**config.mk**
```make
export PLATFORM = sky130hd
export DESIGN_NAME = cache_mem_responder
export DESIGN_NICKNAME = d
export VERILOG_FILES = /design/src/rtl/cache_mem_responder.sv
export SDC_FILE = /design/constraint.sdc
export NUM_CORES = 1
export LEC_CHECK = 0
export ABC_AREA = 0
export CAP_MARGIN = 20
export CORE_AREA = 2 2 105 107
export DETAILED_ROUTE_END_ITERATION = 8
export DIE_AREA = 0 0 107 109
export GPL_TIMING_DRIVEN = 0
export HOLD_SLACK_MARGIN = 0.03
export PLACE_DENSITY = 0.58
export SYNTH_ARGS = -nofsm -noshare
export SYNTH_HDL_FRONTEND = slang
export SYNTH_SLANG_ARGS = --single-unit
```
**constraint.sdc**
```tcl
create_clock -name CLK -period 2.59 [get_ports CLK]
set_clock_uncertainty 0.2 [all_clocks]
set_input_delay 0.518 -clock CLK [delete_from_list [all_inputs] [get_ports CLK]]
set_output_delay 0.518 -clock CLK [all_outputs]
set_load 0.05 [all_outputs]
```
**src/rtl/cache_mem_responder.sv**
```systemverilog
// rtl/cache_mem_responder.sv - icache/dcache arbiter driving one RAM port with error retry/abort
// Optional: ICACHE_STARVE_GUARD_EN forces an icache grant after STARVE_LIMIT dcache grants.
module cache_mem_responder #(
    parameter int STARVE_LIMIT  = 4,
    parameter int ERR_RETRY_MAX = 3
) (
    input  logic        CLK,
    input  logic        nRST,
    input  logic        iREN,
    input  logic [31:0] iaddr,
    output logic        iwait,
    output logic [31:0] iload,
    input  logic        dREN,
    input  logic        dWEN,
    input  logic [31:0] daddr,
    input  logic [31:0] dstore,
    output logic        dwait,
    output logic [31:0] dload,
    output logic        ramREN,
    output logic        ramWEN,
    output logic [31:0] ramaddr,
    output logic [31:0] ramstore,
    input  logic [31:0] ramload,
    input  logic [1:0]  ramstate,
    output logic        mem_err
);

    typedef enum logic [1:0] {IDLE, D_ACC, I_ACC, ABORT} state_t;

    localparam logic [1:0] RAM_ACCESS = 2'd2;
    localparam logic [1:0] RAM_ERROR  = 2'd3;
    localparam int ERR_W = $clog2(ERR_RETRY_MAX + 1);
    localparam logic [ERR_W-1:0] ERR_LAST = ERR_W'(ERR_RETRY_MAX - 1);

    state_t           state, next_state;
    logic [ERR_W-1:0] err_cnt;
    logic             gnt_i;
    logic             dreq;
    logic             force_i;

    assign dreq = dREN | dWEN;

`ifdef ICACHE_STARVE_GUARD_EN
    localparam int STARVE_W = $clog2(STARVE_LIMIT) + 1;
    logic [STARVE_W-1:0] starve_cnt;

    assign force_i = iREN && (starve_cnt == STARVE_W'(STARVE_LIMIT));

    always_ff @(posedge CLK or negedge nRST) begin
        if (!nRST) begin
            starve_cnt <= '0;
        end else if (state == IDLE) begin
            if (!iREN || next_state == I_ACC)
                starve_cnt <= '0;
            else if (next_state == D_ACC)
                starve_cnt <= starve_cnt + 1'b1;
        end
    end
`else
    assign force_i = 1'b0;
`endif

    always_ff @(posedge CLK or negedge nRST) begin
        if (!nRST) begin
            state   <= IDLE;
            err_cnt <= '0;
            gnt_i   <= 1'b0;
        end else begin
            state <= next_state;
            case (state)
                D_ACC, I_ACC: begin
                    gnt_i <= (state == I_ACC);
                    if (ramstate == RAM_ERROR && next_state != IDLE)
                        err_cnt <= err_cnt + 1'b1;
                    else if (next_state == IDLE)
                        err_cnt <= '0;
                end
                default: err_cnt <= '0;
            endcase
        end
    end

    always_comb begin
        next_state = state;
        case (state)
            IDLE: begin
                if (force_i)
                    next_state = I_ACC;
                else if (dreq)
                    next_state = D_ACC;
                else if (iREN)
                    next_state = I_ACC;
            end
            D_ACC: begin
                if (!dreq || ramstate == RAM_ACCESS)
                    next_state = IDLE;
                else if (ramstate == RAM_ERROR && err_cnt == ERR_LAST)
                    next_state = ABORT;
            end
            I_ACC: begin
                if (!iREN || ramstate == RAM_ACCESS)
                    next_state = IDLE;
                else if (ramstate == RAM_ERROR && err_cnt == ERR_LAST)
                    next_state = ABORT;
            end
            default: next_state = IDLE;
        endcase
    end

    // A dropped request drives nothing to the RAM in that cycle.
    always_comb begin
        iwait    = 1'b1;
        dwait    = 1'b1;
        iload    = '0;
        dload    = '0;
        ramREN   = 1'b0;
        ramWEN   = 1'b0;
        ramaddr  = '0;
        ramstore = '0;
        mem_err  = 1'b0;
        case (state)
            D_ACC: begin
                if (dreq) begin
                    ramaddr  = daddr;
                    ramstore = dstore;
                    ramWEN   = dWEN;
                    ramREN   = dREN & ~dWEN;
                    if (ramstate == RAM_ACCESS) begin
                        dwait = 1'b0;
                        dload = dWEN ? 32'd0 : ramload;
                    end
                end
            end
            I_ACC: begin
                if (iREN) begin
                    ramaddr = iaddr;
                    ramREN  = 1'b1;
                    if (ramstate == RAM_ACCESS) begin
                        iwait = 1'b0;
                        iload = ramload;
                    end
                end
            end
            ABORT: begin
                mem_err = 1'b1;
                if (gnt_i)
                    iwait = 1'b0;
                else
                    dwait = 1'b0;
            end
            default: ;
        endcase
    end

endmodule

```
==> impl_metrics.yaml <==
worst_setup_path:
  cpMaxStageDelayCell: "clkdlybuf4s15_1"
  cp_slowest_stage_delay_ns: 0.48
  path_cells: "ha_1 -> inv_1 -> o22ai_1 -> nand2_1 -> clkdlybuf4s15_1"
  path_max_fanout: 6
  crit-reg2reg-capture: "err_cnt[1]"
  startpoint: "state[0]"
  worstRegToRegCells: 5
  crit_arrival_ns: 1.80
  path_class: "flop to output port"
  r2r_setup_slack_ns: 0.83
  end_kind: "output port"
  crit_path_start_kind: "flop"
  critPathRequiredTime_ns: 1.87
  crit_end: "dwait"
  r2r_start: "state[0]"
sta:
  maxSlewHeadroom_pct: 67.0
  fin_crit_sh_pct: 97.4
  finalSetupViolations: 0
  period_needed_ns: 2.52
  tns_ns: 0
  tightest_slew_ns: 0.494
  finalHoldViolCount: 0
  rsz0062_at_grt: "true"
  max_freq_mhz: 397
  finalMaxSlewViolations: 0
global_routing:
  grt_max_degree: 11
  grt_pass1_wl_um: 14100
  grt_pass1_vias: 2776
  gr-total-overflow: 0
  grt_use_total_pct: 15.0
  antenna_found_initial: 0
final_layout:
  fill_cells: 1117
  post-route-util_pct: 43.5
  nets: 648
  seqCellArea_um2: 128
  multiInputGateArea_mm2: 0.00149
  antenna_cells: 0
  area_growth_pct: 191
  final_cell_area_mm2: 0.00461
  drive_above_1_share_pct: 41.8
drt:
  ant_nets: 0
  wl_per_cell_um: 15.6
  dr.pass1.iters: 4
  drt_wl_total_um: 10100
  vias: 2798
  drtIter0Drc: 94
  viasPerCell: 4.32
  drc: 0
die:
  die_area_mm2: 0.0117
  num_rows: 38
  die_h_um: 109
  coreArea_mm2: 0.0106
  start_util_pct: 15.0
  io_pins: 268
  chipWidth_um: 107
power_and_ir_drop:
  switching_power_uw: 1690
  p_leak_uw: 0.00214
  internal_power_uw: 1270
  total_power_uw: 2960
  power.density_mw_per_mm2: 641
  ir_worst_vdd_v: 0.000362
  swShare_pct: 57.1
  pwr-share-clk_pct: 5.0
  combPwrFrac_pct: 90.5
  seqPwrFrac_pct: 4.5
clocking:
  worstSkewPairLatency_ns: 0.23
  clock_sinks: 5
  clk_pin_slew_ns: 0.04
  cts_tree: "yes"
  clockBufferDepth: 2
  htreeDepth: 1
  numCtsBuffers: 3
  root_buffer: "clkbuf_8"
place:
  hpwl_um: 8690
  io_buffers: 267
  gp_congestion: 0.847
  place_area_mm2: 0.00451
synth:
  synth.avg_cell_area_um2: 6.80
  seq_area_frac_synth_pct: 7.89
  ys_warn_count: 0
  syn_nets: 373
  syn_area_mm2: 0.00159
  synth-seq-cells: 5
  syn_inst: 233
  synth_cell_types: 28
job:
  maxCapViolCount: 0
status:
  status: "finished, final reports clean"
worst_hold_path:
  hp-class: "input port to async pin"
-- cells by family after synthesis --
group	after synthesis	share of synthesized area (%)
XOR/XNOR	1	0.553
multiplexers	2	1.34
AO/OA/AOI/OAI	48	22.3
AND/OR/NAND/NOR	144	55.6
adder cells (fa/ha/maj)	5	3.95
buffers and inverters	28	8.44
flip-flops	5	7.89
-- cell usage after synthesis --
cell type / n / area share, %
and3_1: 32 / 13
mux2_2: 1 / 0.71
o21a_1: 1 / 0.47
a211oi_1: 2 / 0.95
o22ai_1: 2 / 0.79
a31oi_1: 2 / 0.79
nand2_1: 5 / 1.2
o2111ai_1: 1 / 0.55
nor2b_1: 34 / 13
o21ai_1: 3 / 0.95
a21boi_0: 1 / 0.47
ha_1: 5 / 3.9
nand2b_1: 1 / 0.39
a22oi_1: 32 / 15
nand3b_1: 1 / 0.47
a221o_1: 1 / 0.63
buf_2: 17 / 5.4
o31ai_1: 2 / 0.95
o311ai_0: 1 / 0.55
inv_1: 5 / 1.2
or4_1: 1 / 0.47
clkbuf_1: 4 / 0.95
xnor2_1: 1 / 0.55
nor2_1: 4 / 0.95
mux2i_1: 1 / 0.63
and2_1: 66 / 26
buf_4: 2 / 0.95
dfrtp_1: 5 / 7.9
-- registers in the layout, indices dropped and copies added, names as in the netlist --
register	count
err_cnt	2
state	2
gnt_i	1
-- metal layers --
layer	vias to the layer above	track usage, %	wire length, um	part of all wire, %
li1	1357	-	-	-
met1	1259	17.0	3760	37
met2	176	28.9	5250	52
met3	6	4.12	996	9.9
met4	0	1.95	65	0.64
met5	-	0	0	0
-- worst min-delay path by stage --
stage                     slack, ns  start  cells past startpoint         end
final                          0.32   nRST                      1       gnt_i
after global routing           0.33   nRST                      1       gnt_i
after CTS                      0.33   nRST                      1       gnt_i
after detailed placement       0.35  gnt_i                      1       gnt_i
after global placement         0.34  gnt_i                      1       gnt_i
after floorplan                0.02   nRST                      0  err_cnt[0]
-- power groups by stage --
stage,sequential [uW],combinational [uW],clock [uW]
global placement,121,2610,0
detailed placement,122,2620,0
finish,132,2670,149
CTS,129,2620,149
floorplan,116,1710,0
global route,134,2840,153
-- cell usage in the layout (no fill, tap or decap), drive strengths merged --
cell type,synthesis,final
a211oi,2,2
a21boi,1,1
a221o,1,1
a22oi,32,32
a31oi,2,2
and2,66,66
and3,32,32
buf,19,143
clkbuf,4,16
clkdlybuf4s15,0,2
clkdlybuf4s50,0,130
dfrtp,5,5
dlygate4sd2,0,6
ha,5,5
inv,5,5
mux2,1,1
mux2i,1,1
nand2,5,5
nand2b,1,1
nand3b,1,1
nor2,4,4
nor2b,34,34
o2111ai,1,1
o21a,1,1
o21ai,3,3
o22ai,2,2
o311ai,1,1
o31ai,2,2
or4,1,1
xnor2,1,1
-- worst max-delay path, delay by kind of cell (launching register included) --
kind	cells	cell delay [ns]
buf+inv	2	0.67
simple gates	1	0.06
compound gates	1	0.11
fa+ha+maj	1	0.27
flops	1	0.45
-- per-stage QoR --
| stage | hold WS [ns] | std cells | setup slack, ns |
|---|---|---|---|
| 6_report | 0.322 | 647 | 0.0685 |
| 5_1_grt | 0.333 | 647 | -0.0386 |
| 4_1_cts | 0.329 | 645 | -0.0175 |
| 3_5_place_dp | 0.353 | 640 | -1.06 |
| 3_3_place_gp | 0.337 | 640 | -1.06 |
| 2_1_floorplan | 0.0224 | 233 | 0.0804 |
-- cell type report --
type / instances / area share, %
tap: 140 / 3.80
multi-input combinational: 200 / 32.4
buffer: 23 / 4.05
sequential: 5 / 2.77
clock buffer: 4 / 0.977
timing repair buffer: 270 / 55.6
inverter: 5 / 0.407
-- what timing repair did --
| action | 4_1_cts | 5_1_grt |
|---|---|---|
| setup buffers | 1 | 2 |
| hold buffers | 0 | 0 |
| resized for setup | 823 | 64 |
| cloned | 0 | 0 |
| endpoints found under the hold margin | 0 | 0 |
| endpoints found under the setup margin | 132 | 130 |
| pin swaps | 1 | 1 |
(Power assumes the default switching activity.)
